==> src/rtl/control_pkg.sv <==
// Shared definitions for the multicycle controller: state encodings, opcodes and the
// control-word payload.
package control_pkg;

  localparam int unsigned STATE_W  = 4;
  localparam int unsigned OPCODE_W = 6;

  localparam logic [STATE_W-1:0] ST_FETCH    = 4'd0;
  localparam logic [STATE_W-1:0] ST_DECODE   = 4'd1;
  localparam logic [STATE_W-1:0] ST_MEMADR   = 4'd2;
  localparam logic [STATE_W-1:0] ST_MEMREAD  = 4'd3;
  localparam logic [STATE_W-1:0] ST_MEMWB    = 4'd4;
  localparam logic [STATE_W-1:0] ST_MEMWRITE = 4'd5;
  localparam logic [STATE_W-1:0] ST_EXECUTE  = 4'd6;
  localparam logic [STATE_W-1:0] ST_ALUWB    = 4'd7;
  localparam logic [STATE_W-1:0] ST_BRANCH   = 4'd8;
  localparam logic [STATE_W-1:0] ST_ADDIEXEC = 4'd9;
  localparam logic [STATE_W-1:0] ST_ADDIWB   = 4'd10;
  localparam logic [STATE_W-1:0] ST_JUMP     = 4'd11;

  localparam logic [OPCODE_W-1:0] R    = 6'b000000;
  localparam logic [OPCODE_W-1:0] LW   = 6'b100011;
  localparam logic [OPCODE_W-1:0] SW   = 6'b101011;
  localparam logic [OPCODE_W-1:0] BEQ  = 6'b000100;
  localparam logic [OPCODE_W-1:0] BNE  = 6'b000101;
  localparam logic [OPCODE_W-1:0] J    = 6'b000010;
  localparam logic [OPCODE_W-1:0] ADDI = 6'b001000;

  typedef enum logic [STATE_W-1:0] {
    FETCH    = ST_FETCH,
    DECODE   = ST_DECODE,
    MEMADR   = ST_MEMADR,
    MEMREAD  = ST_MEMREAD,
    MEMWB    = ST_MEMWB,
    MEMWRITE = ST_MEMWRITE,
    EXECUTE  = ST_EXECUTE,
    ALUWB    = ST_ALUWB,
    BRANCH   = ST_BRANCH,
    ADDIEXEC = ST_ADDIEXEC,
    ADDIWB   = ST_ADDIWB,
    JUMP     = ST_JUMP
  } state_e;

  typedef struct packed {
    logic       pc_write;
    logic       pc_write_cond;
    logic       ior_d;
    logic       mem_read;
    logic       mem_write;
    logic       ir_write;
    logic       mem_to_reg;
    logic       alu_src_a;
    logic       reg_write;
    logic       bne;
    logic [1:0] reg_dst;
    logic [1:0] alu_src_b;
    logic [1:0] alu_op;
    logic [1:0] pc_source;
    logic       instr_done;
    logic       illegal;
  } ctrl_t;

  function automatic logic is_legal(input logic [OPCODE_W-1:0] op);
    return (op == R) || (op == LW) || (op == SW) || (op == BEQ) ||
           (op == BNE) || (op == J) || (op == ADDI);
  endfunction

endpackage

==> src/rtl/mc_outdec.sv <==
// Combinational control-word decoder: maps current state (plus opcode and memory
// handshake) onto the datapath enables and selects.
module mc_outdec
  import control_pkg::*;
(
  input  state_e              state,
  input  logic [OPCODE_W-1:0] op_q,
  input  logic [OPCODE_W-1:0] opcode,
  input  logic                mem_ready,
  output ctrl_t               ctrl
);

  always_comb begin
    ctrl = '0;
    unique case (state)
      FETCH: begin
        ctrl.mem_read  = 1'b1;
        ctrl.alu_src_b = 2'b01;
        ctrl.ir_write  = mem_ready;
        ctrl.pc_write  = mem_ready;
      end
      DECODE: begin
        ctrl.alu_src_b  = 2'b11;
        ctrl.illegal    = !is_legal(opcode);
        ctrl.instr_done = !is_legal(opcode);
      end
      MEMADR, ADDIEXEC: begin
        ctrl.alu_src_a = 1'b1;
        ctrl.alu_src_b = 2'b10;
      end
      MEMREAD: begin
        ctrl.mem_read = 1'b1;
        ctrl.ior_d    = 1'b1;
      end
      MEMWRITE: begin
        ctrl.mem_write  = 1'b1;
        ctrl.ior_d      = 1'b1;
        ctrl.instr_done = mem_ready;
      end
      MEMWB: begin
        ctrl.mem_to_reg = 1'b1;
        ctrl.reg_write  = 1'b1;
        ctrl.instr_done = 1'b1;
      end
      EXECUTE: begin
        ctrl.alu_src_a = 1'b1;
        ctrl.alu_op    = 2'b10;
      end
      ALUWB: begin
        ctrl.reg_dst    = 2'b01;
        ctrl.reg_write  = 1'b1;
        ctrl.instr_done = 1'b1;
      end
      ADDIWB: begin
        ctrl.reg_write  = 1'b1;
        ctrl.instr_done = 1'b1;
      end
      BRANCH: begin
        ctrl.alu_src_a     = 1'b1;
        ctrl.alu_op        = 2'b01;
        ctrl.pc_write_cond = 1'b1;
        ctrl.pc_source     = 2'b01;
        ctrl.bne           = (op_q == BNE);
        ctrl.instr_done    = 1'b1;
      end
      JUMP: begin
        ctrl.pc_write   = 1'b1;
        ctrl.pc_source  = 2'b10;
        ctrl.instr_done = 1'b1;
      end
      default: ctrl = '0;
    endcase
  end

endmodule

==> src/rtl/multicycle_control.sv <==
// Multicycle MIPS-style controller: state/opcode registers and next-state logic,
// with output decoding delegated to mc_outdec.
module multicycle_control
  import control_pkg::*;
#(
  parameter bit MEM_WAIT_EN = 1'b1
) (
  input  logic                clk,
  input  logic                rst,
  input  logic [OPCODE_W-1:0] opcode,
  input  logic                memReady,
  output logic                pcWrite,
  output logic                pcWriteCond,
  output logic                iorD,
  output logic                memRead,
  output logic                memWrite,
  output logic                irWrite,
  output logic                memToReg,
  output logic                aluSrcA,
  output logic                regWrite,
  output logic                bne,
  output logic [1:0]          regDst,
  output logic [1:0]          aluSrcB,
  output logic [1:0]          aluOp,
  output logic [1:0]          pcSource,
  output logic                instrDone,
  output logic                illegal,
  output logic [STATE_W-1:0]  state
);

  state_e              state_q, state_d, dec_state;
  logic [OPCODE_W-1:0] op_q, op_d;
  logic                mem_ready;
  ctrl_t               dec_ctrl, out_ctrl;

  assign mem_ready = MEM_WAIT_EN ? memReady : 1'b1;

  always_comb begin
    state_d = state_q;
    op_d    = op_q;
    unique case (state_q)
      FETCH:    if (mem_ready) state_d = DECODE;
      DECODE: begin
        op_d = opcode;
        unique case (opcode)
          R:        state_d = EXECUTE;
          LW, SW:   state_d = MEMADR;
          BEQ, BNE: state_d = BRANCH;
          ADDI:     state_d = ADDIEXEC;
          J:        state_d = JUMP;
          default:  state_d = FETCH;
        endcase
      end
      MEMADR:   state_d = (op_q == SW) ? MEMWRITE : MEMREAD;
      MEMREAD:  if (mem_ready) state_d = MEMWB;
      MEMWRITE: if (mem_ready) state_d = FETCH;
      EXECUTE:  state_d = ALUWB;
      ADDIEXEC: state_d = ADDIWB;
      default:  state_d = FETCH;
    endcase
  end

  always_ff @(posedge clk) begin
    if (rst) begin
      state_q <= FETCH;
      op_q    <= R;
    end else begin
      state_q <= state_d;
      op_q    <= op_d;
    end
  end

  // During reset present FETCH selects with every write/pulse output forced low.
  assign dec_state = rst ? FETCH : state_q;

  mc_outdec u_outdec (
    .state     (dec_state),
    .op_q      (op_q),
    .opcode    (opcode),
    .mem_ready (mem_ready),
    .ctrl      (dec_ctrl)
  );

  always_comb begin
    out_ctrl = dec_ctrl;
    if (rst) begin
      out_ctrl.pc_write      = 1'b0;
      out_ctrl.pc_write_cond = 1'b0;
      out_ctrl.ir_write      = 1'b0;
      out_ctrl.mem_write     = 1'b0;
      out_ctrl.reg_write     = 1'b0;
      out_ctrl.instr_done    = 1'b0;
      out_ctrl.illegal       = 1'b0;
    end
  end

  assign pcWrite     = out_ctrl.pc_write;
  assign pcWriteCond = out_ctrl.pc_write_cond;
  assign iorD        = out_ctrl.ior_d;
  assign memRead     = out_ctrl.mem_read;
  assign memWrite    = out_ctrl.mem_write;
  assign irWrite     = out_ctrl.ir_write;
  assign memToReg    = out_ctrl.mem_to_reg;
  assign aluSrcA     = out_ctrl.alu_src_a;
  assign regWrite    = out_ctrl.reg_write;
  assign bne         = out_ctrl.bne;
  assign regDst      = out_ctrl.reg_dst;
  assign aluSrcB     = out_ctrl.alu_src_b;
  assign aluOp       = out_ctrl.alu_op;
  assign pcSource    = out_ctrl.pc_source;
  assign instrDone   = out_ctrl.instr_done;
  assign illegal     = out_ctrl.illegal;
  assign state       = STATE_W'(dec_state);

endmodule

==> config.mk <==
export PLATFORM = sky130hd
export DESIGN_NAME = multicycle_control
export DESIGN_NICKNAME = d
export VERILOG_FILES = /design/src/rtl/control_pkg.sv /design/src/rtl/mc_outdec.sv /design/src/rtl/multicycle_control.sv
export SDC_FILE = /design/constraint.sdc
export NUM_CORES = 1
export LEC_CHECK = 0
export CELL_PAD_IN_SITES_DETAIL_PLACEMENT = 2
export CELL_PAD_IN_SITES_GLOBAL_PLACEMENT = 2
export CORE_MARGIN = 5
export CORE_UTILIZATION = 23
export CTS_BUF_LIST = sky130_fd_sc_hd__clkbuf_16
export DETAILED_ROUTE_END_ITERATION = 12
export PLACE_DENSITY_LB_ADDON = 0.3
export SYNTH_ARGS = -nofsm -noshare
export SYNTH_HDL_FRONTEND = slang
export SYNTH_SLANG_ARGS = --single-unit
==> constraint.sdc <==
create_clock -name clk -period 1.4 [get_ports clk]
set_input_delay 0.14 -clock clk [delete_from_list [all_inputs] [get_ports clk]]
set_output_delay 0.14 -clock clk [all_outputs]
set_load 0.01 [all_outputs]
==> results of run 1 <==
final timing paths:
check	startpoint	endpoint	slack (ns)
max	state_q[3]$_SDFFE_PP0P_	pcWrite	-0.26
max reg2reg	state_q[1]$_SDFFE_PP0P_	op_q[1]$_SDFFE_PP0P_	-0.12
min	opcode[2]	op_q[2]$_SDFFE_PP0P_	0.36
min reg2reg	op_q[0]$_SDFFE_PP0P_	op_q[0]$_SDFFE_PP0P_	0.49
state kept, by name, summed over array words and instances (netlist names):
name     flops
state_q      4
op_q         6
Yosys cell counts (3+ instances only):
library cell	n	area share (%)
and3_1	3	2.1
buf_2	3	1.7
nor4b_1	3	3.0
a21oi_1	10	5.7
a32o_1	3	3.4
nand2b_1	5	3.6
dfxtp_1	10	23
nor3_1	7	4.0
clkbuf_1	4	1.7
nor2_1	12	5.1
nor2b_1	8	5.7
nand2_1	18	7.7
area by class of cell:
cell class | instances | area share [%]
multi-input cells | 97 | 43.14
repair buffers | 100 | 39.10
flip-flops and latches | 10 | 10.28
clock buffers | 3 | 3.565
well taps | 48 | 2.852
inverters | 3 | 0.8913
clock inverters | 1 | 0.1783
routing by layer:
| layer | share of wire [%] | global-route usage (%) |
|---|---|---|
| met2 | 51 | 44.39 |
| met1 | 42 | 27.83 |
| met4 | 2.5 | 7.933 |
| met3 | 4.1 | 3.787 |
| met5 | 0 | 0 |
cells in the final DEF, fill, tap and decap left out, types with 3 or more instances in the layout:
cell,instances
a21oi_2,6
nand2b_4,4
nor4b_4,3
dlygate4sd2_1,3
nand2_1,12
buf_6,29
buf_4,46
dfxtp_1,5
nor3_4,3
a21oi_1,4
buf_2,18
nor2_2,3
nand2_4,6
dfxtp_4,4
clkbuf_16,3
nor2b_4,5
nor2_1,7
nor3_2,3
kinds of logic after synthesis:
kind of cell	count (synthesis)
AOI/OAI and AO/OA	26
xor gates and xnor gates	2
buffers and inverters	14
DFF	10
other	1
and+or+nand+nor	68
power by group:
part	internal [µW]	switching (µW)	leakage, µW
Clock	377	155	0.0000385
Sequential	296	16.2	0.0000850
Combinational	222	255	0.000819
metrics by stage:
stage | TNS (ns) | cells | hold slack, ns | util, % | instance area (µm²)
2_1_floorplan | -0.04784 | 121 | 0.2760 | - | 892.1
3_3_place_gp | -11.82 | 236 | 0.4387 | 41.96 | 1548
3_5_place_dp | -13.94 | 236 | 0.4512 | 41.96 | 1548
4_1_cts | -1.238 | 253 | 0.3271 | 51.29 | 1892
5_1_grt | -3.449 | 262 | 0.3509 | 57.09 | 2106
6_report | -2.393 | 262 | 0.3571 | 57.09 | 2106
worst reg2reg max path, stage by stage, from the launching register on:
cell and delay, ns:
dfxtp_4 0.40, buf_6 0.14, nand2b_4 0.15, buf_6 0.12, nor3_4 0.17, buf_6 0.17, nand2_1 0.10, a21oi_2 0.18
timing repair:
item | CTS | global route
resized for setup | 167 | 52
hold endpoints to repair | 0 | 0
setup endpoints to repair | 32 | 27
buffers inserted | 14 | 11
pin swaps | 18 | 25
gates cloned | 0 | 0
==> flow_summary.ini, run 1 <==
[synthesis]
synthMuxAreaShare_pct = 0
seq_area_frac_synth_pct = 22.79
async_reset_ff_share_pct = 0
synth_top_family_by_area = simple AND/OR/NAND/NOR gates
synth.distinct_cells = 41
synth-xor-area-share_pct = 1.994
yosys_warnings = 0
synthesis.instances = 121
synth_flop_cell = dfxtp_1
synth-compound-area-share_pct = 22.51
synth_edf_count = 0
synth_nets = 130
synth_area_um2 = 878.3
synth_fa_ha_area_share_pct = 0
ys_seq_elements = 10
yosys.area_share.simple_pct = 43.30
postSynthAreaPerCell_um2 = 7.259

[route]
antenna_left = 0
wire_per_inst_um = 27.73
dr_total_vias = 1364
vias_per_cell = 5.206
drt_pass1_iterations = 4
drtIter0Drc = 66
drc_errors = 0
totalWireLength_um = 7266

[floorplanning]
rows = 22
die_w_um = 71.80
initial_core_util_pct = 23.81
die_area_um2 = 5155
boundaryPins = 33
die_h_um = 71.80
core_region_area_um2 = 3689

[critical_path]
cpPeakStageDelay_ns = 0.37
critPathTopFamily = simple AND/OR/NAND/NOR gates
crit_cells = 6
critical_path_required_ns = 1.26
crit_path_start_kind = flop
worst-endpoint-arrival_ns = 1.52
end_kind = output pin
critPathBufInv = 2
crit_chain = nor2_4 -> buf_6 -> nand2_4 -> nor3_4 -> or2_1 -> buf_2
cp_max_fo = 4
cp_slowest_cell = dfxtp_4
worst-setup-path-type = reg2out
worstRegToRegCells = 7

[grt]
grt_pass1_vias = 1535
grt_max_degree = 11
antenna_found_initial = 0
grt-ovfl-total = 0
grt_util_all_layers_pct = 24.03
grt_pass1_wl_um = 9287

[timing]
fin_crit_ns = 1.656
min_period_over_period_pct = 118.3
drv_slew = 0
setup_slack_ns = -0.2558
fmax_mhz = 603.9
setup_viol = 26
finalHoldViolCount = 0
grt_setup_unrepaired = true
skew_ns = 0.008559

[finish]
num_antenna_cells = 0
drive_gt1_share_pct = 72.90
regArea_um2 = 216.5
num-nets-final = 224
multi_input_area_um2 = 908.4
area_growth_pct = 139.7
num-fill-cells = 374

[power]
leakagePower_uw = 0.0009427
power.density_nw_per_um2 = 627.0
total_power_uw = 1320
ir_worst_vdd_mv = 0.5324

[flow_run]
maxCapViolCount = 0

[cts]
clockBufferDepth = 2
clk_pin_slew_worst_paths_ns = 0.05
cts_max_level = 1
cts_tree = yes
clk_latency_ns = 0.24
cts_root_buf = clkbuf_16
holdBufCountCts = 0
cts_buffers = 3
cts_sinks = 10

[worst_hold_path]
hold_depth = 4
hold_path_class = in2reg

[place]
io_buffer_count = 31
preCtsSetupSlack_ns = -0.8672
place.gp.congestion = 0.8083
dp_hpwl_um = 3328

[run_status]
status = complete, but fails checks
violations = negative setup slack
Power figures use the tool's default switching activity.
==> inputs of run 2 (changes only) <==
==> constraint.sdc (replaced) <==
create_clock -name clk -period 1.89 [get_ports clk]
set_input_delay 0.189 -clock clk [delete_from_list [all_inputs] [get_ports clk]]
set_output_delay 0.189 -clock clk [all_outputs]
set_load 0.01 [all_outputs]
==> run 2 against run 1 <==
The flow now finishes without violations. Routed wire length shrank 41%. Die area unchanged. Worst hold slack better by 0.082 ns. Clock skew shrank 0.0065 ns. Non-clock buffer count fell by 34. Cell count shrank 13%. Combinational power decreased by 53%. First-iteration DRC count decreased by 55%. Clock power decreased by 27%. Critical path type unchanged.
==> flow_summary.ini, run 2 (synthesis gave the netlist of run 1 again) <==
[run_status]
status = complete, no violations

[route]
drc_errors = 0
antenna_left = 0
drtIter0Drc = 30
drt_pass1_iterations = 3
totalWireLength_um = 4258
wire_per_inst_um = 18.68
vias_per_cell = 5.088
dr_total_vias = 1160

[critical_path]
critical_path_required_ns = 1.70
worstSetupStartpoint = state_q[1]$_SDFFE_PP0P_
worst-setup-path-type = reg2out
worst-endpoint-arrival_ns = 1.69
end_kind = output pin
r2r_start = state_q[1]$_SDFFE_PP0P_
cp_max_fo = 9
worstRegToRegCells = 6
crit_path_start_kind = flop
rr_endpoint = op_q[5]$_SDFFE_PP0P_
worst-r2r-setup-slack_ns = 0.40

[floorplanning]
die_h_um = 71.80
core_region_area_um2 = 3689
die_area_um2 = 5155
rows = 22
die_w_um = 71.80
initial_core_util_pct = 23.81
boundaryPins = 33

[cts]
cts_root_buf = clkbuf_16
clk_pin_slew_worst_paths_ns = 0.04
cts_sinks = 10
cts_max_level = 1
clockBufferDepth = 2
cts_buffers = 3
cts_tree = yes
clk_latency_ns = 0.24

[finish]
area_growth_pct = 79.49
reg.largest.list = op_q x6, state_q x4
finalNonFillerCells = 228
num-fill-cells = 430
num-nets-final = 190
largest-register = op_q
largest_reg_flops = 6
layout_commonest_cell = buf_4
layout_common_cells = 32 x buf_4, 18 x dlygate4sd2_1, 16 x nand2_1
drive_gt1_share_pct = 32.22
num_antenna_cells = 0

[worst_hold_path]
holdPathEnd = op_q[2]$_SDFFE_PP0P_
hold_depth = 3
hold_path.startpoint = opcode[2]
hold_path_class = in2reg

[place]
io_buffer_count = 31
place.gp.congestion = 0.8529
dp_hpwl_um = 3091
dp_cells = 222

[power]
ir_worst_vdd_mv = 0.2147
total_power_uw = 845.9
power.density_nw_per_um2 = 536.6
leakagePower_uw = 0.0007425

[grt]
antenna_found_initial = 0
grt_pass1_wl_um = 6651
grt_max_degree = 17
grt_util_all_layers_pct = 16.77
grt_pass1_vias = 1259
grt-ovfl-total = 0

[timing]
fmax_mhz = 532.0
finalHoldViolCount = 0
skew_ns = 0.002013
worst_hold_slack_ns = 0.4387
fin_crit_ns = 1.880
drv_slew = 0
setup_viol = 0
tns_ns = 0
min_period_over_period_pct = 99.45

[flow_run]
maxCapViolCount = 0
## run 2: cell count changes in the layout (fill, tap and decap cells not counted), moves of 6 or more
cell,delta
a21oi_2,-6
a21oi_1,+6
nand2_4,-6
buf_4,-14
buf_6,-27
buf_2,-18
clkdlybuf4s50_1,+7
dlygate4sd2_1,+15
## run 2: timing repair
action / CTS / global route
hold buffers: 0 / 0
resized for setup: 32 / 10
setup endpoints to repair: 21 / 5
setup buffers: 0 / 2
## run 2: worst max-delay path: stages, from the launching register on
cell and delay, ns:
dfxtp_1 0.43, buf_4 0.22, nor2b_2 0.21, clkdlybuf4s50_1 0.57
## run 2: area by class of cell
class | instances | area (µm²) | share of cell area, %
Sequential cell | 10 | 201.4 | 12.78
Multi-Input combinational cell | 97 | 649.4 | 41.19
Timing Repair Buffer | 66 | 575.6 | 36.51
Clock inverter | 1 | 3.754 | 0.2381
Tap cell | 48 | 60.06 | 3.810
Inverter | 3 | 11.26 | 0.7143
Clock buffer | 3 | 75.07 | 4.762
## run 2: worst max path at each step
stage                   to  slack (ns)
4_1_cts            pcWrite       -0.09
5_1_grt        pcSource[1]       -0.01
6_report          state[1]        0.01
3_3_place_gp     instrDone       -0.45
2_1_floorplan          bne        0.31
3_5_place_dp     instrDone       -0.51
## run 2: metrics by stage
| step | utilization [%] | setup slack, ns | instance area (µm²) |
|---|---|---|---|
| finish | 42.74 | 0.01044 | 1577 |
| global route | 42.74 | -0.01383 | 1577 |
| CTS | 41.86 | -0.09131 | 1544 |
| detailed placement | 39.08 | -0.5092 | 1441 |
| global placement | 39.08 | -0.4470 | 1441 |
| floorplan | - | 0.3097 | 878.3 |
## run 2: per-layer routing
layer | part of all wire [%] | wire length, µm | track usage [%] | up-vias
li1 | - | - | - | 547
met1 | 43 | 1816 | 18.67 | 576
met2 | 52 | 2203 | 31.73 | 30
met3 | 3.5 | 151 | 1.964 | 7
met4 | 2.0 | 87 | 6.889 | 0
met5 | 0 | 0 | 0 | -
## run 2: power breakdown
group          internal (µW)  total, µW  switching [µW]  leakage, µW
combinational            106        224             118     0.000622
sequential               223        231            8.77    0.0000821
clock                    279        391             112    0.0000385
total                    607        846             239     0.000743
